### config.mk
export PLATFORM = sky130hd
export DESIGN_NAME = pipeline_skid_register
export DESIGN_NICKNAME = d
export VERILOG_FILES = /design/src/rtl/pipeline_skid_register.sv
export SDC_FILE = /design/constraint.sdc
export NUM_CORES = 1
export LEC_CHECK = 0
export ABC_AREA = 0
export CORE_MARGIN = 5
export CORE_UTILIZATION = 35
export DETAILED_ROUTE_END_ITERATION = 12
export SLEW_MARGIN = 20
export SYNTH_ARGS = -nofsm -noshare
export SYNTH_HDL_FRONTEND = slang
export SYNTH_SLANG_ARGS = --single-unit
### constraint.sdc
create_clock -name clk -period 6.4 [get_ports clk]
set_input_delay 1.92 -clock clk [delete_from_list [all_inputs] [get_ports clk]]
set_output_delay 1.92 -clock clk [all_outputs]
set_load 0.03 [all_outputs]
### src/rtl/pipeline_skid_register.sv
// Inter-stage pipeline register with a 2-entry skid buffer and registered ready.
// Flush kills held entries; a saturating counter tracks downstream stall cycles.
module pipeline_skid_register #(
  parameter int                  DATA_WIDTH  = 128,
  parameter int                  CTRL_WIDTH  = 24,
  parameter logic [CTRL_WIDTH-1:0] BUBBLE_CTRL = '0,
  parameter int                  COUNT_WIDTH = 16
) (
  input  logic                   clk,
  input  logic                   reset,
  input  logic                   flush,
  input  logic                   in_valid,
  output logic                   in_ready,
  input  logic [DATA_WIDTH-1:0]  in_data,
  input  logic [CTRL_WIDTH-1:0]  in_ctrl,
  output logic                   out_valid,
  input  logic                   out_ready,
  output logic [DATA_WIDTH-1:0]  out_data,
  output logic [CTRL_WIDTH-1:0]  out_ctrl,
  output logic [COUNT_WIDTH-1:0] stall_count,
  input  logic                   clear_count
);

  // State bits are {main_valid, skid_valid}; 2'b01 is unreachable.
  typedef enum logic [1:0] {
    EMPTY = 2'b00,
    ONE   = 2'b10,
    FULL  = 2'b11
  } state_e;

  state_e state_q, state_d;

  logic [DATA_WIDTH-1:0]  main_data_q, skid_data_q;
  logic [CTRL_WIDTH-1:0]  main_ctrl_q, skid_ctrl_q;
  logic [COUNT_WIDTH-1:0] cnt_q, cnt_d;

  logic main_valid, skid_valid;
  logic accept, drain;
  logic load_main, load_skid, pop_skid;

  assign main_valid = state_q[1];
  assign skid_valid = state_q[0];

  assign in_ready  = ~skid_valid;
  assign out_valid = main_valid;
  assign out_data  = main_data_q;
  assign out_ctrl  = main_valid ? main_ctrl_q : BUBBLE_CTRL;

  assign accept = in_valid & in_ready;
  assign drain  = main_valid & out_ready;

  always_comb begin
    state_d   = state_q;
    load_main = 1'b0;
    load_skid = 1'b0;
    pop_skid  = 1'b0;
    unique case (state_q)
      EMPTY: begin
        if (accept) begin
          load_main = 1'b1;
          state_d   = ONE;
        end
      end
      ONE: begin
        if (accept && drain) begin
          load_main = 1'b1;
        end else if (accept) begin
          load_skid = 1'b1;
          state_d   = FULL;
        end else if (drain) begin
          state_d   = EMPTY;
        end
      end
      FULL: begin
        if (drain) begin
          pop_skid = 1'b1;
          state_d  = ONE;
        end
      end
      default: state_d = EMPTY;
    endcase
    if (flush) begin
      state_d = EMPTY;
    end
  end

  always_ff @(posedge clk) begin
    if (reset) begin
      state_q <= EMPTY;
    end else begin
      state_q <= state_d;
    end
  end

  // Payload flops only move on their enables; flush leaves them stale.
  always_ff @(posedge clk) begin
    if (reset) begin
      main_data_q <= '0;
      main_ctrl_q <= '0;
    end else if (load_main) begin
      main_data_q <= in_data;
      main_ctrl_q <= in_ctrl;
    end else if (pop_skid) begin
      main_data_q <= skid_data_q;
      main_ctrl_q <= skid_ctrl_q;
    end
  end

  always_ff @(posedge clk) begin
    if (reset) begin
      skid_data_q <= '0;
      skid_ctrl_q <= '0;
    end else if (load_skid) begin
      skid_data_q <= in_data;
      skid_ctrl_q <= in_ctrl;
    end
  end

  always_comb begin
    cnt_d = cnt_q;
    if (clear_count) begin
      cnt_d = '0;
    end else if (main_valid && !out_ready && (cnt_q != '1)) begin
      cnt_d = cnt_q + 1'b1;
    end
  end

  always_ff @(posedge clk) begin
    if (reset) begin
      cnt_q <= '0;
    end else begin
      cnt_q <= cnt_d;
    end
  end

  assign stall_count = cnt_q;

  a_no_orphan_skid: assert property (
    @(posedge clk) disable iff (reset)
    !(!main_valid && skid_valid)
  );

endmodule

[After elaboration in Yosys (flattened, before gate mapping)]
Index checks and enable logic that the tools add are counted.
Storage, ports and cells
  bits of input ports: 158
  register bits after elaboration: 322
  output and inout port bits: 170
Cells by class
  bitwise logic cells: 3
  reductions and logical operators: 9
  multiplexer cells: 18
  add/sub/neg operators: 1
  eq/ne operators: 7
Operators by type and width (number)
  two-way mux 128 bit: 2
  two-way mux 24 bit: 3
  adder 16 x 1 -> 16 bit, second input constant: 1
  inequality test 16 bit, second input constant: 1
  two-way mux 2 bit: 5
  two-way mux 1 bit: 6
  inequality test 2 bit, second input constant: 3
  case mux 2 bit (3 select lines): 1
  == test 2 bit, second input constant: 2
  AND reduction 4 bit: 1
  OR reduction 2 bit: 2
  logical AND 1 bit: 3
  inequality test 3 bit, second input constant: 1
  bitwise AND 1 bit: 2
  zero test 2 bit: 1
  case mux 1 bit (2 select lines): 1
  nonzero test 2 bit: 1
  zero test 1 bit: 1
  NOT 1 bit: 1

[Longest topological paths before layout]
  word-level depth: 6
  mapped depth: 9

[Worst setup path before layout]
No wires, ideal clock.
  path type: register to output
  start point: register state_q[1]
  end point: output out_ctrl[14]
  arrival: 1.419 ns
  path slack: 3.061 ns
  cell stages (with the launch flop): 4
  required time: 4.480 ns
  cell sequence: dfxtp_1 -> buf_2 -> clkbuf_1 -> and2_1
Between the ends
  cells in the longest elaborated chain, start to end: 1
RTL lines
  start: declaration: RTL line 31  | state_e state_q, state_d;
  start signal: assignment: RTL line 91  | state_q <= state_d;
  two-way mux 24 bit: RTL line 47  | assign out_ctrl = main_valid ? main_ctrl_q : BUBBLE_CTRL;
  end: declaration: RTL line 19  | output logic [CTRL_WIDTH-1:0] out_ctrl,
No other way between the ends.

[Worst setup path after layout]
  start point: register state_q[1]
  end point: output out_ctrl[23]
The elaborated chain is that of the path after synthesis.

==> impl_results.md <==
* Die area at 0.0409 mm2
* Register area share after synthesis at 49.9%
* Clock skew at 0.0150 ns
* Synth Register Bits at 322
* Initial antenna violation count at 2
* Routed wire length at 38000 um
* Post_cts resized at 0
* Vias in the first global route at 10851
* Routed WL per cell at 17.0 um
* Htree depth at 2
* Worst r2r path cells at 8
* Post-DRT Antenna Nets at 0
* Area growth, synth to finish at 37.5%
* Max Slew Vio Count at 0
* Clock sinks at 322
* Cts bufs inserted at 37
* First-pass DRT Iterations at 5
* Rel. slew slack at 31.6%
* Share of layout cells above drive strength 1 at 4.75%
* Highest-count cells in the layout ignoring fill and taps: clkdlybuf4s50_1, dfxtp_1, nand2_1
* Drt drc at 0
* CP Data Required Time at 4.48 ns
* Yosys Warn Count at 0
* FP Rows at 70
* Fmax at 249 MHz
* Initial Util at 35.4%
* Reg-to-Reg Start: state_q[1]
* Post-Syn Instances at 1483
* Fin nets at 1905
* Crit-path slowest cell: clkdlybuf4s50_1
* # hold bufs at CTS at 0
* Tmin final at 4.02 ns
* Die width at 202 um
* Crit path launch type: register
* Die height at 202 um
* Worst-Margin Slew at 1.03 ns
* Largest net degree at the start of global routing at 153
* Netlist Area Pre-Place at 0.0129 mm2
* CTS tree: built
* Root Driver: clkbuf_16
* Via count at 11385
* Crit-path cells: buf_4, and2_1, clkdlybuf4s50_1
* DR iter-0 viols at 562
* DP Area at 0.0165 mm2
* Total GRT Usage at 17.6%
* HPWL Detailed at 23900 um
* RSZ-0062 raised after global routing: no
* Final instance area at 0.0178 mm2
* Max-Cap Viols at 0
* Setup CP Type: reg2out
* Total power density per cell area at 284 mW/mm2
* Post-synthesis area per instance at 8.71 um2
* Critical path's largest stage delay at 0.72 ns
* GPL Wtd Cong at 0.797
* I/O pins at 328
* Pre-CTS setup slack at 1.90 ns
* Maximum VDD drop at 0.249 mV
* Routed vias/inst at 5.08
* First-pass GRT wire length at 60000 um
* Worst-path fanout max at 37
* Bufs on Longest Clock Path at 3
* Outcome: complete, no violations
* Crit end category: output port
* # Post-CTS Setup Buffers at 0
* Worst Setup SP: state_q[1]
* Hold WC Path Type: reg2reg
* Non-Filler Instances at 2239
* WP data arrival at 2.10 ns
* Fin crit share at 62.8%
* Worst-Skew Late Latency at 0.53 ns
* Final setup vio count at 0
* Number of library cell types mapped by synthesis at 40
* Leak at 0.00719 uW
* Core ar. at 0.0365 mm2
* Worst setup margin at 2.38 ns
* GR Overflow Total at 0
* Setup TNS at 0 ns
* DP Cell Count at 2171
* Clock transition at the registers of the reported paths at 0.06 ns
* Final hold vios at 0
* Hold path depth at 2
* I/O Buffers at 327
* Syn Nets at 1646
* Hold wc startpoint: skid_ctrl_q[7]
* Most common cell after layout, fill and taps aside: clkdlybuf4s50_1
## metrics by stage
stage                     util, %  hold WS (ns)  power, uW
after global routing         48.7         0.467       5270
after floorplan                 -         0.436       2580
final                        48.7         0.452       5060
after global placement       45.2         0.440       2910
after CTS                    48.7         0.453       5120
after detailed placement     45.2         0.446       2920
## layout make-up
type	instances	area [um2]
clock inverter	12	166
tap	468	586
sequential	322	6450
timing repair buffer	344	3470
fill	3418	18700
antenna	2	5.00
multi-input combinational	1034	6000
inverter	3	11.3
clock buffer	54	1090
## synth_stat cells
cell       instances  area [um2]
or4_1              8        60.1
a21boi_0           1        7.51
a2111o_1           1        11.3
o41ai_1            2        17.5
a21oi_1          166         831
o21ai_1            1        5.00
o21ai_0            7        35.0
or3_1              5        31.3
buf_1             10        37.5
dfxtp_1          322        6450
nor2_1           155         582
and3_1             2        12.5
o2111ai_1          1        8.76
nand4_1            5        31.3
nor4_1             2        12.5
nand3_1            5        25.0
or2_2              2        12.5
nor4b_1            1        8.76
nand3b_1           2        15.0
nand4_2            1        12.5
or2b_1             1        7.51
a31oi_1            1        6.26
mux2i_1          153        1530
xor2_1             1        8.76
o31ai_1            6        45.0
clkbuf_1          76         285
nand4b_4           1        23.8
and2_1            24         150
or4b_1             1        10.0
a22o_1             1        8.76
and4_1             1        8.76
nor2b_1            2        12.5
buf_2             38         190
a2bb2oi_1          1        8.76
ha_1               5        62.6
a211oi_1         154        1160
nand2_1          311        1170
inv_1              3        11.3
or4_4              1        11.3
nor3_1             3        15.0
## per-layer routing
| metal | global-route usage (%) | part of all wire (%) | vias up |
|---|---|---|---|
| met2 | 28.0 | 46 | 290 |
| met1 | 22.7 | 44 | 5377 |
| met3 | 6.06 | 7.4 | 57 |
| met5 | 0 | 0 | - |
| li1 | - | - | 5661 |
| met4 | 5.53 | 2.7 | 0 |
## critical path: cells and delay by family, from the launching register on
kind          cells  cell delay (ns)
buf+inv           2             1.07
flops             1             0.30
simple gates      1             0.19
## sequential cells by signal, indices dropped and copies added, names as in the netlist
signal and count:
stall_count 16, out_data 128, skid_ctrl_q 24, main_ctrl_q 24
skid_data_q 128, state_q 2
## worst paths after layout
| check | slack [ns] | end |
|---|---|---|
| setup / recovery | 2.38 | out_ctrl[23] |
| hold / removal | 0.45 | skid_ctrl_q[7] |
| setup reg to reg | 3.56 | skid_data_q[50] |
| hold reg to reg | 0.45 | skid_ctrl_q[7] |
## power breakdown
group | internal [uW] | switching, uW
Clock | 1350 | 834
Combinational | 307 | 398
Sequential | 2110 | 56.7
Total | 3770 | 1290
## cell families after synthesis
kind of cell	synth area share, %
AO/OA/AOI/OAI	16.6
XOR/XNOR	0.0678
adder cells (fa/ha/maj)	0.484
buffers and inverters	4.06
flip-flops	49.9
multiplexers	11.9
AND/OR/NAND/NOR	17.1
No activity file was read; power rests on OpenSTA's default activity.
==> RTL edit 1 (same settings) <==
Change the parameter `COUNT_WIDTH` from 16 to 12.
--- a/src/rtl/pipeline_skid_register.sv
+++ b/src/rtl/pipeline_skid_register.sv
@@ -6,3 +6,3 @@
   parameter logic [CTRL_WIDTH-1:0] BUBBLE_CTRL = '0,
-  parameter int                  COUNT_WIDTH = 16
+  parameter int                  COUNT_WIDTH = 12
 ) (
Interface: changed (resized stall_count); port bits go from 328 to 324. The function was not compared with the original's and may differ.
==> RTL edit 1 against the original RTL <==
Final area shrank 2.5%; cell count decreased by 1.7%; wire length is 5.2% lower; sequential cell count decreased by 4; setup slack worse by 0.35 ns; total power is 3.5% lower; area after synthesis fell by 1.2%; critical path depth did not move; fmax shrank 8.0%.
==> RTL edit 1: results (changes against the original RTL) <==
status: "finished clean"
crit_arrival_ns: 2.45  # +0.35 ns
synth_cell_types: 37  # -7.5%
synth-xor-area-share_pct: 0.4114  # +0.34 points
seq_area_frac_synth_pct: 49.84  # about the same
leakage_uw: 0.007059  # -1.8%
drt-total-wl_um: 36000  # -5.2%
synth_nets: 1619  # -1.6%
fin_nets: 1869  # -1.9%
drt_iter0_drc: 618  # +10%
synth_compound_area_share_pct: 16.04  # -0.53 points
viasPerCell: 4.997  # -1.7%
worstMarginPinSlew_ns: 1.029  # +0.002395 ns
routed-wl-met3_um: 2561  # -8.4%
grt_pass1_vias: 10233  # -5.7%
port_buffers: 323  # -1.2%
insertion_delay_ns: 0.51  # -0.02 ns
synth_area_leaders: "dfxtp_1 50%, mux2i_1 12%, nand2_1 9.3%"
peakVddDrop_mv: 0.1776  # -29%
dpl_cell_area_um2: 16190  # -1.9%
nFillCells: 3455  # +1.1%
dr_wl_met2_um: 16100  # -8.0%
antenna_found_initial: 1  # -1
m1WireLength_um: 16460  # -1.0%
layout-drive-gt1-share_pct: 4.044  # -0.70 points
globalplace.congestion: 0.7674  # -3.7%
-- RTL edit 1: kinds of logic after synthesis --
kind of cell    after synthesis
simple gates                525
buf+inv                     124
flops                       318
fa+ha+maj                     5
mux                         154
xor+xnor                      6
compound gates              324
-- RTL edit 1: final timing paths --
kind / startpoint / endpoint / slack [ns] / cells after the start
max: state_q[1] / out_ctrl[20] / 2.03 / 3
min: skid_ctrl_q[13] / skid_ctrl_q[13] / 0.45 / 2
max reg2reg: state_q[1] / out_data[27] / 3.44 / 7
min reg2reg: skid_ctrl_q[13] / skid_ctrl_q[13] / 0.45 / 2
-- RTL edit 1: routing by layer --
layer	vias to the layer above	GRT usage [%]
met2	321	25.67
met4	0	5.211
met1	5108	23.47
li1	5506	-
met5	-	0
met3	58	4.782
-- RTL edit 1: cell type report --
| class | count | area (um2) | share of cell area (%) |
|---|---|---|---|
| Tap cell | 468 | 585.6 | 3.379 |
| Multi-Input combinational cell | 1014 | 5854 | 33.79 |
| Sequential cell | 318 | 6366 | 36.74 |
| Inverter | 3 | 11.26 | 0.06499 |
| Clock inverter | 8 | 68.82 | 0.3971 |
| Timing Repair Buffer | 333 | 3376 | 19.48 |
| Antenna cell | 1 | 2.502 | 0.01444 |
| Clock buffer | 55 | 1064 | 6.138 |
-- RTL edit 1: report_power, final --
part / switching (uW) / leakage, uW / internal [uW] / total (uW)
sequential: 66.8 / 0.00261 / 2100 / 2160
combinational: 419 / 0.00389 / 320 / 739
clock: 790 / 0.000561 / 1180 / 1970
total: 1280 / 0.00706 / 3600 / 4880
-- RTL edit 1: metrics by stage --
stage                     utilization [%]  cells  hold slack [ns]
after floorplan                         -   1456           0.4357
after global placement              44.55   2136           0.4402
after detailed placement            44.55   2136           0.4456
after CTS                           47.67   2199           0.4534
after global routing                47.67   2200           0.4661
final                               47.67   2200           0.4511
==> RTL edit 2 (config.mk and constraints unchanged) <==
Made on the original files. Make the reset (`reset`) asynchronous in 4 clocked blocks.
--- a/src/rtl/pipeline_skid_register.sv
+++ b/src/rtl/pipeline_skid_register.sv
@@ -86,3 +86,3 @@
 
-  always_ff @(posedge clk) begin
+  always_ff @(posedge clk or posedge reset) begin
     if (reset) begin
@@ -95,3 +95,3 @@
   // Payload flops only move on their enables; flush leaves them stale.
-  always_ff @(posedge clk) begin
+  always_ff @(posedge clk or posedge reset) begin
     if (reset) begin
@@ -108,3 +108,3 @@
 
-  always_ff @(posedge clk) begin
+  always_ff @(posedge clk or posedge reset) begin
     if (reset) begin
@@ -127,3 +127,3 @@
 
-  always_ff @(posedge clk) begin
+  always_ff @(posedge clk or posedge reset) begin
     if (reset) begin
Behaviour: differs if reset is asserted again (counterexample within 4 cycles, from zero or initial values and one cycle with reset high); with reset held inactive, the same outputs for 4 cycles.
==> RTL edit 2 against the original RTL <==
Sequential share of layout area rose by 6.7 points; synthesized cell count fell by 24%; wire length fell by 8.6%; area after synthesis rose by 6.5%; final area rose by 5.4%; setup slack got worse by 0.28 ns; sequential cell count did not move; fmax fell by 6.6%; critical path depth did not move; critical path type unchanged.
Power is not compared: it rests on default switching activity, and its combinational part moved more than twofold at a synthesized area within 25%.
==> RTL edit 2: results (changes against the original RTL) <==
synth-xor-area-share_pct: 0.6364  # +0.57 points
synth_nets: 1289  # -22%
fin_hold_ws_ns: 0.5023  # +0.05037 ns
regToRegStartpoint: "state_q[1]"
min_to: "skid_data_q[12]"
rrSetupSlack_ns: 3.79  # +0.23 ns
final_cells: 1980  # -12%
post-route-cell-area_um2: 18740  # +5.4%
syn_avg_cell_area_um2: 12.22  # +40%
synthArstFlopShare_pct: 100.0  # +100 points
buf_share_pct: 18.53  # -0.98 points
seq_area_frac_synth_pct: 58.55  # +8.7 points
use_met3_pct: 6.115  # +0.051 points
status: "finished clean"
dpl_cell_area_um2: 17560  # +6.3%
final-clk-cell-share_pct: 6.295  # -0.79 points
hpwlAfterDp_um: 22530  # -5.6%
crit_arrival_ns: 2.38  # +0.28 ns
dr_wl_met2_um: 15960  # -8.8%
n_clock_buffer: 57  # +5.6%
cp_slowest_stage_delay_ns: 0.72  # about the same
seqAreaFraction_pct: 42.99  # +6.7 points
m1WireLength_um: 15060  # -9.5%
viasPerCell: 4.750  # -6.6%
synth_cell_types: 42  # +5.0%
ys_top_cells_by_count: "322 x dfrtp_1, 162 x nand2_1, 152 x mux2_2, 152 x mux2i_1, 128 x o21ai_0"
avgRoutedWirePerCell_um: 17.52  # +3.3%
synth_area_leaders: "dfrtp_1 59%, mux2_2 12%, mux2i_1 11%"
power_leader: "combinational logic"
reg2regPathDepth: 5  # -3
drt_iter0_drc: 354  # -37%
layout-drive-gt1-share_pct: 15.95  # +11 points
grt_pass1_wl_um: 56550  # -5.8%
place_ws_ns: 2.162  # +0.2592 ns
worstMarginPinSlew_ns: 1.067  # +0.04086 ns
met2_usage_pct: 24.85  # -3.1 points
hold_depth: 1  # -1
diodes: 1  # -1
globalplace.congestion: 0.7500  # -5.9%
synthMuxAreaShare_pct: 23.57  # +12 points
grt_pass1_vias: 9868  # -9.1%
multi_input_gates: 728  # -30%
grt_start_max_net_pins: 163  # +6.5%
inverters: 5  # +2
multi_input_area_um2: 5359  # -11%
dr.pass1.iters: 4  # -1
skew_ns: 0.01683  # +0.001821 ns
hp-start: "skid_data_q[12]"
r2r_end: "out_data[41]"
n_all_buffers: 342  # -0.58%
met1_usage_pct: 20.89  # -1.8 points
path_max_fanout: 24  # -35%
routed-wl-met3_um: 2960  # +5.8%
synth_fa_ha_area_share_pct: 0.4546  # -0.029 points
nFillCells: 3497  # +2.3%
-- RTL edit 2: cell types whose count changed after synthesis, sizes merged, moves of 53 or more --
cell | before | now
a21oi | 166 | 8
nor2 | 155 | 18
nand2 | 311 | 162
mux2 | 0 | 153
dfrtp | 0 | 322
a211oi | 154 | 1
clkbuf | 76 | 23
o21ai | 8 | 157
dfxtp | 322 | 0
-- RTL edit 2: how the worst max path moves through the flow --
stage | depth (start not counted) | startpoint | slack, ns | to
4_1_cts | 3 | state_q[1] | 2.03 | out_ctrl[16]
6_report | 3 | state_q[1] | 2.10 | out_ctrl[22]
2_1_floorplan | 1 | reset | 0.19 | main_ctrl_q[0]
5_1_grt | 3 | state_q[1] | 1.95 | out_ctrl[20]
3_3_place_gp | 5 | out_ready | 2.20 | out_data[1]
3_5_place_dp | 5 | out_ready | 2.16 | main_ctrl_q[14]
